## src/rtl/writeback_pkg.sv

```systemverilog
// Shared Y86-64 definitions: instruction codes, one-hot status encodings,
// special register IDs and the writeback status FSM state type.
package y86_pkg;

   localparam logic [3:0] ICODE_HALT   = 4'h0;
   localparam logic [3:0] ICODE_NOP    = 4'h1;
   localparam logic [3:0] ICODE_CMOVXX = 4'h2;
   localparam logic [3:0] ICODE_IRMOVQ = 4'h3;
   localparam logic [3:0] ICODE_RMMOVQ = 4'h4;
   localparam logic [3:0] ICODE_MRMOVQ = 4'h5;
   localparam logic [3:0] ICODE_OPQ    = 4'h6;
   localparam logic [3:0] ICODE_JXX    = 4'h7;
   localparam logic [3:0] ICODE_CALL   = 4'h8;
   localparam logic [3:0] ICODE_RET    = 4'h9;
   localparam logic [3:0] ICODE_PUSHQ  = 4'hA;
   localparam logic [3:0] ICODE_POPQ   = 4'hB;

   localparam logic [3:0] STAT_AOK = 4'b0001;
   localparam logic [3:0] STAT_HLT = 4'b0010;
   localparam logic [3:0] STAT_INS = 4'b0100;
   localparam logic [3:0] STAT_ADR = 4'b1000;

   localparam logic [3:0] RNONE = 4'hF;
   localparam logic [3:0] RRSP  = 4'h4;

   typedef enum logic {
      ST_RUN  = 1'b0,
      ST_HALT = 1'b1
   } wb_state_t;

endpackage

```

## src/rtl/writeback_if.sv

```systemverilog
// Memory-stage to writeback bus: everything the M stage hands to the W register.
interface writeback_if #(
   parameter int XLEN = 64
);
   logic [3:0]      m_stat;
   logic [3:0]      m_icode;
   logic [XLEN-1:0] m_valE;
   logic [XLEN-1:0] m_valM;
   logic [3:0]      m_dstE;
   logic [3:0]      m_dstM;

   modport master (output m_stat, m_icode, m_valE, m_valM, m_dstE, m_dstM);
   modport slave  (input  m_stat, m_icode, m_valE, m_valM, m_dstE, m_dstM);
endinterface

```

## src/rtl/writeback_regfile.sv

```systemverilog
// Architectural register file: NREGS x XLEN, two combinational read ports
// (ID 0xF reads 0), two write ports where port M overrides port E on the
// same register, asynchronous clear. No write-through on reads.
module regfile
   import y86_pkg::*;
#(
   parameter int NREGS = 15,
   parameter int XLEN  = 64
) (
   input  logic            clk,
   input  logic            rst_n,
   input  logic            we,
   input  logic [3:0]      dstE,
   input  logic [XLEN-1:0] valE,
   input  logic [3:0]      dstM,
   input  logic [XLEN-1:0] valM,
   input  logic [3:0]      srcA,
   input  logic [3:0]      srcB,
   output logic [XLEN-1:0] rvalA,
   output logic [XLEN-1:0] rvalB
);

   logic [XLEN-1:0] r_regs [NREGS];
   logic [XLEN-1:0] w_rvalA;
   logic [XLEN-1:0] w_rvalB;

   // Register array update: clear on reset, otherwise port M takes precedence over port E.
   always_ff @(posedge clk or negedge rst_n) begin
      if (!rst_n) begin
         for (int i = 0; i < NREGS; i++) r_regs[i] <= '0;
      end else if (we) begin
         for (int i = 0; i < NREGS; i++) begin
            if (dstM != RNONE && dstM == 4'(i))      r_regs[i] <= valM;
            else if (dstE != RNONE && dstE == 4'(i)) r_regs[i] <= valE;
         end
      end
   end

   // Read ports: any ID outside the array (i.e. RNONE) reads as zero.
   always_comb begin
      w_rvalA = '0;
      w_rvalB = '0;
      if (int'(srcA) < NREGS) w_rvalA = r_regs[srcA];
      if (int'(srcB) < NREGS) w_rvalB = r_regs[srcB];
   end

   assign rvalA = w_rvalA;
   assign rvalB = w_rvalB;

endmodule

```

## src/rtl/writeback.sv

```systemverilog
// Y86-64 writeback stage: M/W pipeline register, register file commit,
// status/halt FSM and retired-instruction counter.
module writeback
   import y86_pkg::*;
#(
   parameter int NREGS = 15,
   parameter int XLEN  = 64
) (
   input  logic            clk,
   input  logic            rst_n,
   writeback_if.slave      mem,
   input  logic            W_stall,
   input  logic [3:0]      d_srcA,
   input  logic [3:0]      d_srcB,
   output logic [XLEN-1:0] d_rvalA,
   output logic [XLEN-1:0] d_rvalB,
   output logic [3:0]      W_stat,
   output logic [3:0]      W_icode,
   output logic [3:0]      W_dstE,
   output logic [3:0]      W_dstM,
   output logic [XLEN-1:0] W_valE,
   output logic [XLEN-1:0] W_valM,
   output logic [3:0]      stat,
   output logic            halted,
   output logic [63:0]     retired
);

   logic [3:0]      r_W_stat;
   logic [3:0]      r_W_icode;
   logic [3:0]      r_W_dstE;
   logic [3:0]      r_W_dstM;
   logic [XLEN-1:0] r_W_valE;
   logic [XLEN-1:0] r_W_valM;
   wb_state_t       r_state;
   wb_state_t       w_state_nxt;
   logic [3:0]      r_stat;
   logic [3:0]      w_stat_nxt;
   logic [63:0]     r_retired;
   logic            w_run;
   logic            w_w_ok;
   logic            w_commit;
   logic            w_load;
   logic            w_retire;

   assign w_run    = (r_state == ST_RUN);
   assign w_w_ok   = (r_W_stat == STAT_AOK);
   assign w_commit = w_run && w_w_ok;
   // A faulting instruction in W blocks the load so it stays visible and
   // everything behind it remains frozen in M.
   assign w_load   = w_commit && !W_stall;
   assign w_retire = w_commit && !W_stall && (r_W_icode != ICODE_NOP);

   // M/W pipeline register: load from the memory stage unless stalled or frozen.
   always_ff @(posedge clk or negedge rst_n) begin
      if (!rst_n) begin
         r_W_stat  <= STAT_AOK;
         r_W_icode <= ICODE_NOP;
         r_W_dstE  <= RNONE;
         r_W_dstM  <= RNONE;
         r_W_valE  <= '0;
         r_W_valM  <= '0;
      end else if (w_load) begin
         r_W_stat  <= mem.m_stat;
         r_W_icode <= mem.m_icode;
         r_W_dstE  <= mem.m_dstE;
         r_W_dstM  <= mem.m_dstM;
         r_W_valE  <= mem.m_valE;
         r_W_valM  <= mem.m_valM;
      end
   end

   // Status FSM state and recorded status.
   always_ff @(posedge clk or negedge rst_n) begin
      if (!rst_n) begin
         r_state <= ST_RUN;
         r_stat  <= STAT_AOK;
      end else begin
         r_state <= w_state_nxt;
         r_stat  <= w_stat_nxt;
      end
   end

   // Next state: any non-AOK status (including non-one-hot) reaching W halts for good.
   always_comb begin
      w_state_nxt = r_state;
      w_stat_nxt  = r_stat;
      case (r_state)
         ST_RUN: begin
            if (!w_w_ok) begin
               w_state_nxt = ST_HALT;
               w_stat_nxt  = r_W_stat;
            end
         end
         ST_HALT: begin
            w_state_nxt = ST_HALT;
         end
         default: begin
            w_state_nxt = ST_HALT;
         end
      endcase
   end

   // Retired counter: counts real instructions leaving W on a non-stalled edge.
   always_ff @(posedge clk or negedge rst_n) begin
      if (!rst_n) r_retired <= '0;
      else if (w_retire) r_retired <= r_retired + 64'd1;
   end

   regfile #(
      .NREGS (NREGS),
      .XLEN  (XLEN)
   ) u_regfile (
      .clk   (clk),
      .rst_n (rst_n),
      .we    (w_commit),
      .dstE  (r_W_dstE),
      .valE  (r_W_valE),
      .dstM  (r_W_dstM),
      .valM  (r_W_valM),
      .srcA  (d_srcA),
      .srcB  (d_srcB),
      .rvalA (d_rvalA),
      .rvalB (d_rvalB)
   );

   assign W_stat  = r_W_stat;
   assign W_icode = r_W_icode;
   assign W_dstE  = r_W_dstE;
   assign W_dstM  = r_W_dstM;
   assign W_valE  = r_W_valE;
   assign W_valM  = r_W_valM;
   assign stat    = r_stat;
   assign halted  = !w_run;
   assign retired = r_retired;

endmodule

```

## src/flat_wrapper.sv

```systemverilog
// flat-port wrapper written by rule: the top's interface ports become plain ports
module writeback_flat import y86_pkg::*;
#(
   parameter int NREGS = 15,
   parameter int XLEN  = 64
)
  (clk, rst_n, W_stall, d_srcA, d_srcB, d_rvalA, d_rvalB, W_stat, W_icode, W_dstE, W_dstM, W_valE, W_valM, stat, halted, retired, mem_m_stat, mem_m_icode, mem_m_valE, mem_m_valM, mem_m_dstE, mem_m_dstM);
  writeback_if #(.XLEN(XLEN)) mem_i ();
  input  logic clk;
  input  logic rst_n;
  input  logic W_stall;
  input  logic [3:0] d_srcA;
  input  logic [3:0] d_srcB;
  output logic [XLEN-1:0] d_rvalA;
  output logic [XLEN-1:0] d_rvalB;
  output logic [3:0] W_stat;
  output logic [3:0] W_icode;
  output logic [3:0] W_dstE;
  output logic [3:0] W_dstM;
  output logic [XLEN-1:0] W_valE;
  output logic [XLEN-1:0] W_valM;
  output logic [3:0] stat;
  output logic halted;
  output logic [63:0] retired;
  input wire logic [$bits(mem_i.m_stat)-1:0] mem_m_stat;
  input wire logic [$bits(mem_i.m_icode)-1:0] mem_m_icode;
  input wire logic [$bits(mem_i.m_valE)-1:0] mem_m_valE;
  input wire logic [$bits(mem_i.m_valM)-1:0] mem_m_valM;
  input wire logic [$bits(mem_i.m_dstE)-1:0] mem_m_dstE;
  input wire logic [$bits(mem_i.m_dstM)-1:0] mem_m_dstM;
  assign mem_i.m_stat = mem_m_stat;
  assign mem_i.m_icode = mem_m_icode;
  assign mem_i.m_valE = mem_m_valE;
  assign mem_i.m_valM = mem_m_valM;
  assign mem_i.m_dstE = mem_m_dstE;
  assign mem_i.m_dstM = mem_m_dstM;
  writeback #(.NREGS(NREGS), .XLEN(XLEN)) u_core (.clk(clk), .rst_n(rst_n), .mem(mem_i), .W_stall(W_stall), .d_srcA(d_srcA), .d_srcB(d_srcB), .d_rvalA(d_rvalA), .d_rvalB(d_rvalB), .W_stat(W_stat), .W_icode(W_icode), .W_dstE(W_dstE), .W_dstM(W_dstM), .W_valE(W_valE), .W_valM(W_valM), .stat(stat), .halted(halted), .retired(retired));
endmodule
```

## config.mk

```make
export PLATFORM = sky130hd
export DESIGN_NAME = writeback_flat
export DESIGN_NICKNAME = d
export VERILOG_FILES = /design/src/rtl/writeback_pkg.sv /design/src/rtl/writeback_if.sv /design/src/rtl/writeback_regfile.sv /design/src/rtl/writeback.sv /design/src/flat_wrapper.sv
export SDC_FILE = /design/constraint.sdc
export NUM_CORES = 2
export LEC_CHECK = 0
export CORE_MARGIN = 2
export CORE_UTILIZATION = 49
export DETAILED_ROUTE_END_ITERATION = 10
export GPL_TIMING_DRIVEN = 0
export MAX_ROUTING_LAYER = met4
export PLACE_DENSITY = 0.71
export SYNTH_ARGS = -nofsm -noshare
export SYNTH_HDL_FRONTEND = slang
export SYNTH_SLANG_ARGS = --single-unit
```

## constraint.sdc

```tcl
create_clock -name clk -period 2.4 [get_ports clk]
set_clock_uncertainty 0.2 [all_clocks]
set_input_delay 0.24 -clock clk [delete_from_list [all_inputs] [get_ports clk]]
set_output_delay 0.24 -clock clk [all_outputs]
set_load 0.05 [all_outputs]
```

* Yosys cells after proc, flatten, opt, wreduce, memory -nomap -nowiden
Cells that the tools add are included.
** Word-level totals
- Flip-flop bits (word level) :: 1173
- Input bits :: 155
- Output and inout port bits :: 341
- Word-level logic and storage cells :: 172
** Cells by class
- Reductions and logical operators :: 67
- Order comparisons :: 4
- Eq/ne operators :: 32
- Bitwise operators :: 4
- Add/subtract/negate cells :: 1
- Multiplexer cells :: 40
** Operator list (count)
- two-way mux 64 bit :: 36
- binary-select mux 64 bit (select 4 bit) :: 2
- adder 64 x 1 -> 64 bit, second input constant :: 1
- equality test 4 bit, second input constant :: 14
- logical AND 1 bit :: 33
- equality test 4 x 3 -> 1 bit, second input constant :: 8
- AND reduction 2 bit :: 16
- nonzero test 2 bit :: 15
- equality test 4 x 2 -> 1 bit, second input constant :: 4
- equality test 4 x 1 -> 1 bit, second input constant :: 3
- >= comparator 5 bit, second input constant :: 2
- inverter 4 -> 5 bit :: 2
- zero test 4 bit :: 2
- < comparator 4 bit, second input constant :: 2
- != test 4 bit, second input constant :: 2
- != test 4 x 1 -> 1 bit, second input constant :: 1
- inverter 1 bit :: 2
- case mux 1 bit (2 select lines) :: 1
- zero test 1 bit :: 1
- two-way mux 1 bit :: 1

* Depth between registers and ports, before layout
- Depth in word-level cells :: 5
- Depth in mapped cells :: 9
- Gate-level depth less buffers :: 6

* Modules after synthesis
Synthesis repeated with hierarchy kept, for this count alone.
** Unflattened totals
- Cells, all modules :: 5317
- Area total of the unflattened synthesis :: 72154.2 µm²
** By module, submodules not included
- regfile :: area an instance 63485.9 µm², cells each 4687, instances 1
- writeback :: area an instance 8668.3 µm², cells each 630, instances 1

* Least setup slack after synthesis
OpenSTA, ideal clock, no wires.
- Path kind :: input -> output
- Start point :: in d_srcB[0]
- End point :: out d_rvalB[11]
- Arrival :: 2.333 ns
- Stages on the path :: 7
- Data required time :: 1.960 ns
- Path slack :: -0.373 ns
- Path buffers :: 4
- Path through :: clkbuf_1 -> buf_2 -> buf_2 -> buf_2 -> mux4_2 -> mux2i_1 -> o22ai_1
** On the way
- Cells in the longest elaborated chain, start to end :: 5
- Elaborated cells between the ends (all ways) :: 6
- Those cells by class :: order compare (1); mux (4); bitwise (1)
** RTL lines
- from (decl) :: line flat_wrapper.sv:13 : input logic [3:0] d_srcB;
- inverter 4 -> 5 bit (implied by the code) :: line writeback_regfile.sv:44 : if (int'(srcB) < NREGS) w_rvalB = r_regs[srcB];
- binary-select mux 64 bit (select 4 bit) :: line writeback_regfile.sv:44
- two-way mux 64 bit (implied by the code) (2 in a row) :: line writeback_regfile.sv:44
- two-way mux 64 bit (*) :: line writeback_regfile.sv:44
- to (decl) :: line flat_wrapper.sv:15 : output logic [XLEN-1:0] d_rvalB;
Every way passes the cells marked *; elsewhere a longest branch is shown, timed or not. The select of a mux whose other input is x is not followed.

* Worst setup path after layout
- Start point :: in d_srcB[1]
- End point :: out d_rvalB[1]
The elaborated chain is that of the path after synthesis.

==> qor.txt <==
slowest CP cell = mux4_2
Worst-path clk slew = 0.07 ns
minimum clock period = 3.05 ns
synth cell count leaders = mux2i_1, dfrtp_1, nor2_1
library cells used by synthesis = 48
clk_lat worst skew = 0.82 ns
Fmax = 328 MHz
Critical Path Stages = 7
P_leak = 0.0400 uW
Overall Global Routing Usage = 0.428
wire length of the first global-routing pass = 424000 um
Setup WS post-layout = -0.649 ns
Worst R2R Path Depth = 10
relative slew slack = -0.148
CTS Sinks = 1173
area leader, netlist = dfrtp_1
Post-synth ARST share = 1.00
Critical Path Sink Type = output pin
worst vdd ir = 0.566 mV
vias in the first global route = 60800
GP Congestion = 0.986
failing checks = hold timing, capacitance limit, slew limit, setup timing
final hold violations = 405
htree depth = 4
Core ar. = 138000 um2
CP Launch Type = input pin
Final setup viols = 1476
crit share post-route = 1.27
PD cells = 509 nW/um2
total CTS buffers = 135
share of cells above drive strength 1 = 0.314
Iter 0 DRT Violations = 10500
Worst Hold Class = input pin to asynchronous set/reset pin
IO Pins = 496
synth top area cells = dfrtp_1, mux2i_1, mux4_2
syn nets = 6284
# port buffers = 487
Critical Path RT = 1.96 ns
nets = 7402
Routed WL = 317000 um
internal power = 33500 uW
initial antenna violation count = 11
clock power share = 0.449
Largest delay share family, worst path = buffers and inverters
Worst path max stage delay = 0.65 ns
YS warnings = 0
Die Area = 142000 um2
Pre-antenna DRT Iters = 9
sequential power share = 0.436
final slew viol count = 11
# fillers = 9945
Max Cap Violations = 1
largest net degree at the start of global routing = 168
post-synthesis sequential area ratio = 0.431
post-synthesis cell area = 68100 um2
DRC = 0
average wire per standard cell = 34.6 um
crit-path cells = clkbuf_1 -> clkbuf_4 -> clkbuf_4 -> mux2i_1 -> o21ai_0 -> mux4_2 -> buf_6
grt total ovfl = 0
Initial Util = 0.494
die span in y = 377 um
flops & latches, synth = 1173
RSZ-0062 raised after global routing = yes
post-route ant nets = 0
Layout area overhead = 34.4%
Buffers & Inverters on Critical Path = 4
Net Switching = 13100 uW
CTS tree = yes
total chip power = 46500 uW
Layout Cells excl Fill = 9149
placed cell count = 8416
Max Root-Sink Buffers = 3
CTS root buf = clkbuf_16
Core Rows = 136
Worst Hold Slack = -0.817 ns
combinational power share = 0.115
Synth top area share = 0.427
syn_area_per_cell = 11.1 um2
chip width = 377 um
HPWL Detailed = 195000 um
most used cell, CP = clkbuf_4
via count = 63500
via/cell ratio = 6.94
switch share = 0.281
CP Max Fanout = 10
top_reg_cell synth = dfrtp_1
Gate Count Post-Synth = 6128
Post-synth EDFFs = 0
Worst-Margin Slew = 1.72 ns
Worst EP arrival = 2.61 ns
most numerous cell in the Yosys netlist = mux2i_1
outcome = complete, but fails checks
worst setup path class = input pin to output pin
## state kept, by name, indices dropped and copies added (netlist names)
name and cells:
u_core.W_dstE 4, u_core.W_dstM 4, u_core.halted 1, u_core.retired 64, u_core.W_stat 4, u_core.W_valM 64
u_core.u_regfile.r_regs 960, u_core.W_icode 4, u_core.stat 4, u_core.W_valE 64
## area by class of cell
cell class / count / area, um2 / area share
inverters: 12 / 45.0 / 0.000492
repair buffers: 984 / 11200 / 0.123
multi-input cells: 4300 / 38400 / 0.420
well taps: 1794 / 2240 / 0.0245
plain buffers: 640 / 5840 / 0.0639
diodes: 13 / 32.5 / 0.000356
flip-flops and latches: 1173 / 29400 / 0.321
clock buffers: 198 / 3860 / 0.0422
clock inverters: 35 / 414 / 0.00453
## logic make-up (layout without fill, tap and decap cells)
family | Yosys count | count (layout) | share of synthesized area
fa+ha+maj | 1 | 1 | 0.000184
compound gates | 1164 | 1164 | 0.0867
simple gates | 1279 | 1279 | 0.0765
mux | 1793 | 1793 | 0.351
buf+inv | 655 | 1869 | 0.0462
other cells | 0 | 13 | 0
xor+xnor | 63 | 63 | 0.00811
flops | 1173 | 1173 | 0.431
## worst paths after layout
check                      slack (ns)                     endpoint          startpoint
max                             -0.65                   d_rvalB[1]           d_srcB[1]
min reg2reg                      0.28           u_core.retired[63]  u_core.retired[63]
min in group clk                 0.11            u_core.retired[2]             W_stall
min                             -0.82            u_core.W_valE[53]               rst_n
max in group asynchronous        0.38            u_core.W_valE[21]               rst_n
max reg2reg                     -0.45  u_core.u_regfile.r_regs[43]    u_core.W_stat[0]
## power by group through the flow
stage	combinational, uW	sequential (uW)	clock, uW
floorplan	2170	20900	0
global placement	4360	20700	0
detailed placement	4680	20600	0
CTS	5040	20300	20700
global route	5500	20300	21600
finish	5360	20300	20900
## stage by stage
| stage | cell area [um2] | worst slack, ns | setup TNS, ns | utilization |
|---|---|---|---|---|
| after floorplan | 68500 | -0.221 | -159.42 | - |
| after global placement | 75600 | -54.80 | - | 0.549 |
| after detailed placement | 75900 | -2.89 | -1347.44 | 0.551 |
| after CTS | 86300 | -0.573 | -416.49 | 0.627 |
| after global routing | 91500 | -0.614 | -454.51 | 0.665 |
| final | 91500 | -0.649 | -436.80 | 0.665 |
## cells in the final DEF, fill, tap and decap left out, types with 35 or more instances in the layout
cell type | synthesis | routed
clkbuf_16 | 0 | 175
nor2_4 | 0 | 136
buf_12 | 0 | 127
nor2_1 | 990 | 826
clkbuf_8 | 0 | 37
buf_4 | 29 | 300
dlygate4sd3_1 | 0 | 138
clkbuf_1 | 288 | 184
o22ai_2 | 0 | 49
clkbuf_4 | 1 | 60
xor2_1 | 37 | 37
a21oi_2 | 0 | 188
mux4_2 | 460 | 460
mux2_2 | 142 | 94
clkdlybuf4s50_1 | 0 | 343
a21oi_1 | 973 | 781
clkbuf_2 | 1 | 75
mux2_4 | 0 | 48
nand2_1 | 158 | 155
buf_2 | 242 | 35
dfrtp_1 | 1162 | 1161
buf_6 | 36 | 228
o21ai_0 | 134 | 131
mux2i_1 | 1191 | 1142
buf_8 | 0 | 69
## metal layers
metal	GRT usage	vias to the layer above	part of all wire
met5	-	-	0
met4	0.264	0	0.084
met3	0.185	1712	0.16
met2	0.595	5945	0.42
met1	0.511	31300	0.34
li1	-	24500	-
## timing repair
item / 4_1_cts / 5_1_grt
gates cloned: 26 / 40
pin swaps: 13 / 12
endpoints found under the hold margin: 694 / 154
setup endpoints to repair: 1505 / 1628
gates resized for setup: 1760 / 941
setup buffers: 169 / 116
hold buffers: 133 / 10
No activity file was read; power rests on OpenSTA's default activity.
